## src/rtl/dram_arb.sv

```systemverilog
// Two-requester (CPU / SPI host) arbiter in front of a single-port DRAM, with zero-latency grant and bounded bursts.
// Optional macro DRAM_ARB_RR_EN: round-robin tie break in IDLE and burst limit on both owners (default: host priority).
module dram_arb #(
    parameter int XLEN      = 32,
    parameter int MAX_BURST = 16
) (
    input  logic            clk_i,
    input  logic            rst_i,
    input  logic            cpu_req_i,
    input  logic            cpu_we_i,
    input  logic [XLEN-1:0] cpu_addr_i,
    input  logic [XLEN-1:0] cpu_wdata_i,
    input  logic [3:0]      cpu_be_i,
    output logic            cpu_gnt_o,
    output logic            cpu_rvld_o,
    output logic [XLEN-1:0] cpu_rdata_o,
    input  logic            host_req_i,
    input  logic            host_we_i,
    input  logic [XLEN-1:0] host_addr_i,
    input  logic [XLEN-1:0] host_wdata_i,
    input  logic [3:0]      host_be_i,
    output logic            host_gnt_o,
    output logic            host_rvld_o,
    output logic [XLEN-1:0] host_rdata_o,
    output logic            mem_en_o,
    output logic            mem_we_o,
    output logic [XLEN-1:0] mem_addr_o,
    output logic [XLEN-1:0] mem_wdata_o,
    output logic [3:0]      mem_be_o,
    input  logic [XLEN-1:0] mem_rdata_i,
    output logic            busy_o
);

    localparam int CW = $clog2(MAX_BURST) + 1;
    localparam logic [CW-1:0] MAX_CNT = CW'(MAX_BURST);

    typedef enum logic [1:0] {IDLE, CPU_OWN, HOST_OWN} state_t;

    state_t          state, state_nxt;
    logic [CW-1:0]   burst_cnt, burst_nxt;
    logic            pick_cpu, pick_host;
    logic            cpu_rvld_q, host_rvld_q;
    logic [XLEN-1:0] cpu_rdata_q, host_rdata_q;
`ifdef DRAM_ARB_RR_EN
    logic            last_host;
`endif

    // NOTE: every always_comb output gets a default first, so no path can infer a latch.
    always_comb begin
        pick_cpu  = 1'b0;
        pick_host = 1'b0;
        case (state)
            CPU_OWN: begin
                if (cpu_req_i && (!host_req_i || burst_cnt < MAX_CNT)) pick_cpu  = 1'b1;
                else if (host_req_i)                                    pick_host = 1'b1;
            end
            HOST_OWN: begin
`ifdef DRAM_ARB_RR_EN
                if (host_req_i && (!cpu_req_i || burst_cnt < MAX_CNT)) pick_host = 1'b1;
                else if (cpu_req_i)                                     pick_cpu  = 1'b1;
`else
                if (host_req_i)     pick_host = 1'b1;
                else if (cpu_req_i) pick_cpu  = 1'b1;
`endif
            end
            default: begin
                if (cpu_req_i && host_req_i) begin
`ifdef DRAM_ARB_RR_EN
                    pick_cpu  = last_host;
                    pick_host = !last_host;
`else
                    pick_host = 1'b1;
`endif
                end else begin
                    pick_cpu  = cpu_req_i;
                    pick_host = host_req_i;
                end
            end
        endcase
    end

    // A grant to the current owner extends its burst; a grant to the other side restarts it at 1.
    always_comb begin
        state_nxt = IDLE;
        burst_nxt = '0;
        if (pick_cpu) begin
            state_nxt = CPU_OWN;
            burst_nxt = (state != CPU_OWN) ? CW'(1) :
                        (burst_cnt == MAX_CNT) ? MAX_CNT : burst_cnt + CW'(1);
        end else if (pick_host) begin
            state_nxt = HOST_OWN;
            burst_nxt = (state != HOST_OWN) ? CW'(1) :
                        (burst_cnt == MAX_CNT) ? MAX_CNT : burst_cnt + CW'(1);
        end
    end

    // Grants are killed by reset itself, not by the registered state, so they drop the instant rst_i rises.
    assign cpu_gnt_o  = pick_cpu  && !rst_i;
    assign host_gnt_o = pick_host && !rst_i;
    assign mem_en_o   = cpu_gnt_o | host_gnt_o;
    assign busy_o     = (state != IDLE);

    always_comb begin
        mem_we_o    = 1'b0;
        mem_addr_o  = '0;
        mem_wdata_o = '0;
        mem_be_o    = 4'b0000;
        if (cpu_gnt_o) begin
            mem_we_o    = cpu_we_i;
            mem_addr_o  = cpu_addr_i;
            mem_wdata_o = cpu_wdata_i;
            mem_be_o    = cpu_we_i ? cpu_be_i : 4'b0000;
        end else if (host_gnt_o) begin
            mem_we_o    = host_we_i;
            mem_addr_o  = host_addr_i;
            mem_wdata_o = host_wdata_i;
            mem_be_o    = host_we_i ? host_be_i : 4'b0000;
        end
    end

    // NOTE: sequential state uses non-blocking assignments so every register samples pre-edge values.
    always_ff @(posedge clk_i or posedge rst_i) begin
        if (rst_i) begin
            state        <= IDLE;
            burst_cnt    <= '0;
            cpu_rvld_q   <= 1'b0;
            host_rvld_q  <= 1'b0;
            cpu_rdata_q  <= '0;
            host_rdata_q <= '0;
        end else begin
            state       <= state_nxt;
            burst_cnt   <= burst_nxt;
            cpu_rvld_q  <= cpu_gnt_o  && !cpu_we_i;
            host_rvld_q <= host_gnt_o && !host_we_i;
            if (cpu_rvld_q)  cpu_rdata_q  <= mem_rdata_i;
            if (host_rvld_q) host_rdata_q <= mem_rdata_i;
        end
    end

`ifdef DRAM_ARB_RR_EN
    always_ff @(posedge clk_i or posedge rst_i) begin
        if (rst_i)          last_host <= 1'b1;
        else if (pick_cpu)  last_host <= 1'b0;
        else if (pick_host) last_host <= 1'b1;
    end
`endif

    // Read data passes straight through in the valid cycle and is held from the capture register afterwards.
    assign cpu_rvld_o   = cpu_rvld_q;
    assign host_rvld_o  = host_rvld_q;
    assign cpu_rdata_o  = cpu_rvld_q  ? mem_rdata_i : cpu_rdata_q;
    assign host_rdata_o = host_rvld_q ? mem_rdata_i : host_rdata_q;

endmodule

```

## config.mk

```make
export PLATFORM = sky130hd
export DESIGN_NAME = dram_arb
export DESIGN_NICKNAME = d
export VERILOG_FILES = /design/src/rtl/dram_arb.sv
export SDC_FILE = /design/constraint.sdc
export NUM_CORES = 1
export LEC_CHECK = 0
export CAP_MARGIN = 30
export CORE_AREA = 4 4 120 122
export DETAILED_ROUTE_END_ITERATION = 10
export DIE_AREA = 0 0 124 126
export PLACE_DENSITY = 0.71
export SETUP_SLACK_MARGIN = 0.05
export SLEW_MARGIN = 5
export SYNTH_ARGS = -nofsm -noshare
export SYNTH_HDL_FRONTEND = slang
export SYNTH_SLANG_ARGS = --single-unit
```

## constraint.sdc

```tcl
create_clock -name clk_i -period 15.8 [get_ports clk_i]
set_input_delay 4.74 -clock clk_i [delete_from_list [all_inputs] [get_ports clk_i]]
set_output_delay 4.74 -clock clk_i [all_outputs]
set_load 0.02 [all_outputs]
```

==> impl_metrics.env <==
export IMPL_crit_path_end_kind="primary output"
export IMPL_seq_power_share_pct=24.9
export IMPL_yosysTopAreaCell="dfrtp_1"
export IMPL_path_delay_family="buffers and inverters"
export IMPL_htreeDepth=3
export IMPL_wl_per_cell_um=20.1
export IMPL_pwr_share_comb_pct=57.1
export IMPL_drtIter0Drc=120
export IMPL_pin_count=313
export IMPL_multi_input_area_sq_um=1630
export IMPL_critPathLaunchType="input pin"
export IMPL_place_hpwl_um=12900
export IMPL_finalInstanceArea_sq_um=7220
export IMPL_reg2reg_slack_ns=14.21
export IMPL_clock_path_buffers=2
export IMPL_period_share_pct=77.2
export IMPL_cp_required_ns=11.06
export IMPL_finalSetupTns_ns=0
export IMPL_intPower_mw=0.753
export IMPL_slowest_delay_ns=0.71
export IMPL_rsz0062_at_grt="false"
export IMPL_final_max_slew_viol_count=0
export IMPL_globalplace_congestion=0.941
export IMPL_final_core_util_pct=54.7
export IMPL_max_slew_margin_rel_pct=56.0
export IMPL_p_per_area_nw_per_um2=164
export IMPL_r2r_end="cpu_rvld_o$_DFF_PP0_"
export IMPL_core_area_sq_um=13200
export IMPL_yosysWarnings=0
export IMPL_crit_path_cell_trace="clkdlybuf4s50_1 > inv_2 > buf_4 > nand2_1 > nor2_4 > buf_4 > a22o_1 > clkdlybuf4s50_1"
export IMPL_hold_path_class="reg2reg"
export IMPL_critical_path_class="in2out"
export IMPL_dieArea_sq_um=15600
export IMPL_dp_worst_setup_slack_ns=3.05
export IMPL_hold_worst_slack_ns=0.494
export IMPL_swShare_pct=36.3
export IMPL_placed_cells=750
export IMPL_cp_arrival_ns=7.45
export IMPL_drive_gt1_share_pct=15.4
export IMPL_layout_nets=765
export IMPL_synthCells=279
export IMPL_yosysSeqAreaShare_pct=50.3
export IMPL_worst_pin_slew_ns=0.661
export IMPL_postCtsSetupBuffers=0
export IMPL_wirelength_um=15500
export IMPL_hp_start="host_rdata_q[31]$_DFF_PP0_"
export IMPL_clk_pin_slew_ns=0.05
export IMPL_cts_root_buf="clkbuf_16"
export IMPL_worstRegToRegCells=6
export IMPL_antenna_found_initial=3
export IMPL_total_power_mw=1.18
export IMPL_cts_hold_buf=0
export IMPL_start_util_pct=27.5
export IMPL_synth_top_area_share_pct=50.3
export IMPL_rows=42
export IMPL_fmaxAchievable_mhz=82.0
export IMPL_hold_viol=0
export IMPL_track_usage_pct=19.0
export IMPL_crit_path_end="mem_addr_o[31]"
export IMPL_antenna_left=0
export IMPL_die_y_um=126
export IMPL_fin_cells=767
export IMPL_r2r_start="state[0]$_DFF_PP0_"
export IMPL_first_pass_iters=4
export IMPL_crit_start="rst_i"
export IMPL_seqCellArea_sq_um=1830
export IMPL_portBuffers=312
export IMPL_clk_latency_ns=0.32
export IMPL_peakVddDrop_uv=70.3
export IMPL_timing_final_setup_violations=0
export IMPL_cts_tree="done"
export IMPL_die_w_um=124
export IMPL_leakage_nw=2.91
export IMPL_post_dp_cell_area_sq_um=6870
export IMPL_cts_sinks=73
export IMPL_grt_pass1_vias=3883
export IMPL_grt_max_degree=75
export IMPL_switchingPower_mw=0.429
export IMPL_grt_pass1_wl_um=22500
export IMPL_cts_buffers=9
export IMPL_vias=3622
export IMPL_skew_ns=0.00352
export IMPL_ys_ff_latch=73
export IMPL_synth_area_leaders="dfrtp_1, mux2_2, a22o_1, buf_6, ha_1"
export IMPL_viasPerCell=4.72
export IMPL_setup_ws_ns=3.61
export IMPL_period_needed_ns=12.19
export IMPL_grt_ovfl_total=0
export IMPL_power_share_clock_pct=18.0
export IMPL_drv_cap=0
export IMPL_antennaDiodeCount=0
export IMPL_cts_resized=0
export IMPL_syn_mean_instance_area_sq_um=13.0
export IMPL_crit_cells=8
export IMPL_syn2layout_area_growth_pct=98.7
export IMPL_drc_errors=0
export IMPL_syn_nets=458
export IMPL_status="finished clean"
export IMPL_synth_area_sq_um=3630
export IMPL_path_buf_inv=5
export IMPL_ys_types=28
export IMPL_path_max_fanout=63
export IMPL_fillCellCount=1120
export IMPL_crit_slowest_cell="clkdlybuf4s50_1"
## cell usage after synthesis
library cell,instances
a32o_1,4
buf_2,7
buf_4,1
inv_1,8
xor2_1,2
o21ai_0,1
a21o_1,1
or2_2,1
nor2_2,1
dfrtp_1,73
nand2_1,5
nand3b_1,1
a22o_1,65
nand3_1,3
mux2_2,65
o221a_2,1
ha_1,5
nor2b_1,1
o22ai_1,1
buf_6,7
nor2_1,5
a21oi_1,3
and2_1,4
and2b_1,1
clkbuf_1,7
nand2b_1,4
a21oi_4,1
o221ai_1,1
## flip-flops by register name, summed over array words and instances, names as in the netlist
signal / flops
burst_cnt: 5
state: 2
host_rvld_o: 1
cpu_rdata_q: 32
host_rdata_q: 32
cpu_rvld_o: 1
## worst reg2reg max path, delay by kind of cell (launching register included)
| kind | cells | cell delay (ns) |
|---|---|---|
| fa+ha+maj | 1 | 0.33 |
| simple gates | 3 | 0.51 |
| compound gates | 1 | 0.30 |
| flops | 1 | 0.35 |
| buf+inv | 1 | 0.06 |
## area by class of cell
| class | instances | share of cell area, % |
|---|---|---|
| clock inverters | 6 | 1.25 |
| inverters | 8 | 0.416 |
| repair buffers | 318 | 44.2 |
| flip-flops and latches | 73 | 25.3 |
| multi-input cells | 176 | 22.6 |
| clock buffers | 10 | 3.17 |
| well taps | 176 | 3.05 |
## cell usage in the layout (no fill, tap or decap), types with 2 or more instances in the layout
master           instances
ha_1                     5
nand3_1                  3
bufinv_16                2
inv_1                    7
dfrtp_1                 73
a32o_1                   4
clkdlybuf4s50_1        312
nand2_1                  5
nand2b_1                 4
clkbuf_16                9
and2_1                   4
xor2_1                   2
nor2_1                   5
a21oi_1                  3
mux2_2                  65
a22o_1                  65
buf_4                    5
## cells by family (layout without fill, tap and decap cells)
family	Yosys count	after routing	share of synthesized area [%]
mux	65	65	20.2
fa+ha+maj	5	5	1.72
buf+inv	30	342	4.89
flops	73	73	50.3
simple gates	26	26	3.75
compound gates	78	78	18.7
xor+xnor	2	2	0.482
## how the worst min path moves through the flow
stage / slack, ns / end / cells after the start
floorplan: 0.52 / burst_cnt[3]$_DFF_PP0_ / 2
global placement: 0.48 / host_rdata_q[31]$_DFF_PP0_ / 1
detailed placement: 0.49 / cpu_rdata_q[9]$_DFF_PP0_ / 1
CTS: 0.50 / cpu_rdata_q[25]$_DFF_PP0_ / 1
global route: 0.51 / host_rdata_q[28]$_DFF_PP0_ / 1
finish: 0.49 / host_rdata_q[31]$_DFF_PP0_ / 1
## power groups by stage
stage / clock network [mW] / logic (mW) / registers (mW)
floorplan: 0 / 0.352 / 0.291
global placement: 0 / 0.670 / 0.294
detailed placement: 0 / 0.680 / 0.299
CTS: 0.219 / 0.682 / 0.296
global route: 0.227 / 0.713 / 0.304
finish: 0.213 / 0.675 / 0.294
## metal layers
layer  up-vias  global-route usage, %  wire (um)
li1       1662                      -          -
met1      1751                   20.9       5650
met2       181                   33.8       8010
met3        22                   7.89       1500
met4         6                   4.57        261
met5         -                      0         42
Power figures use the tool's default switching activity.
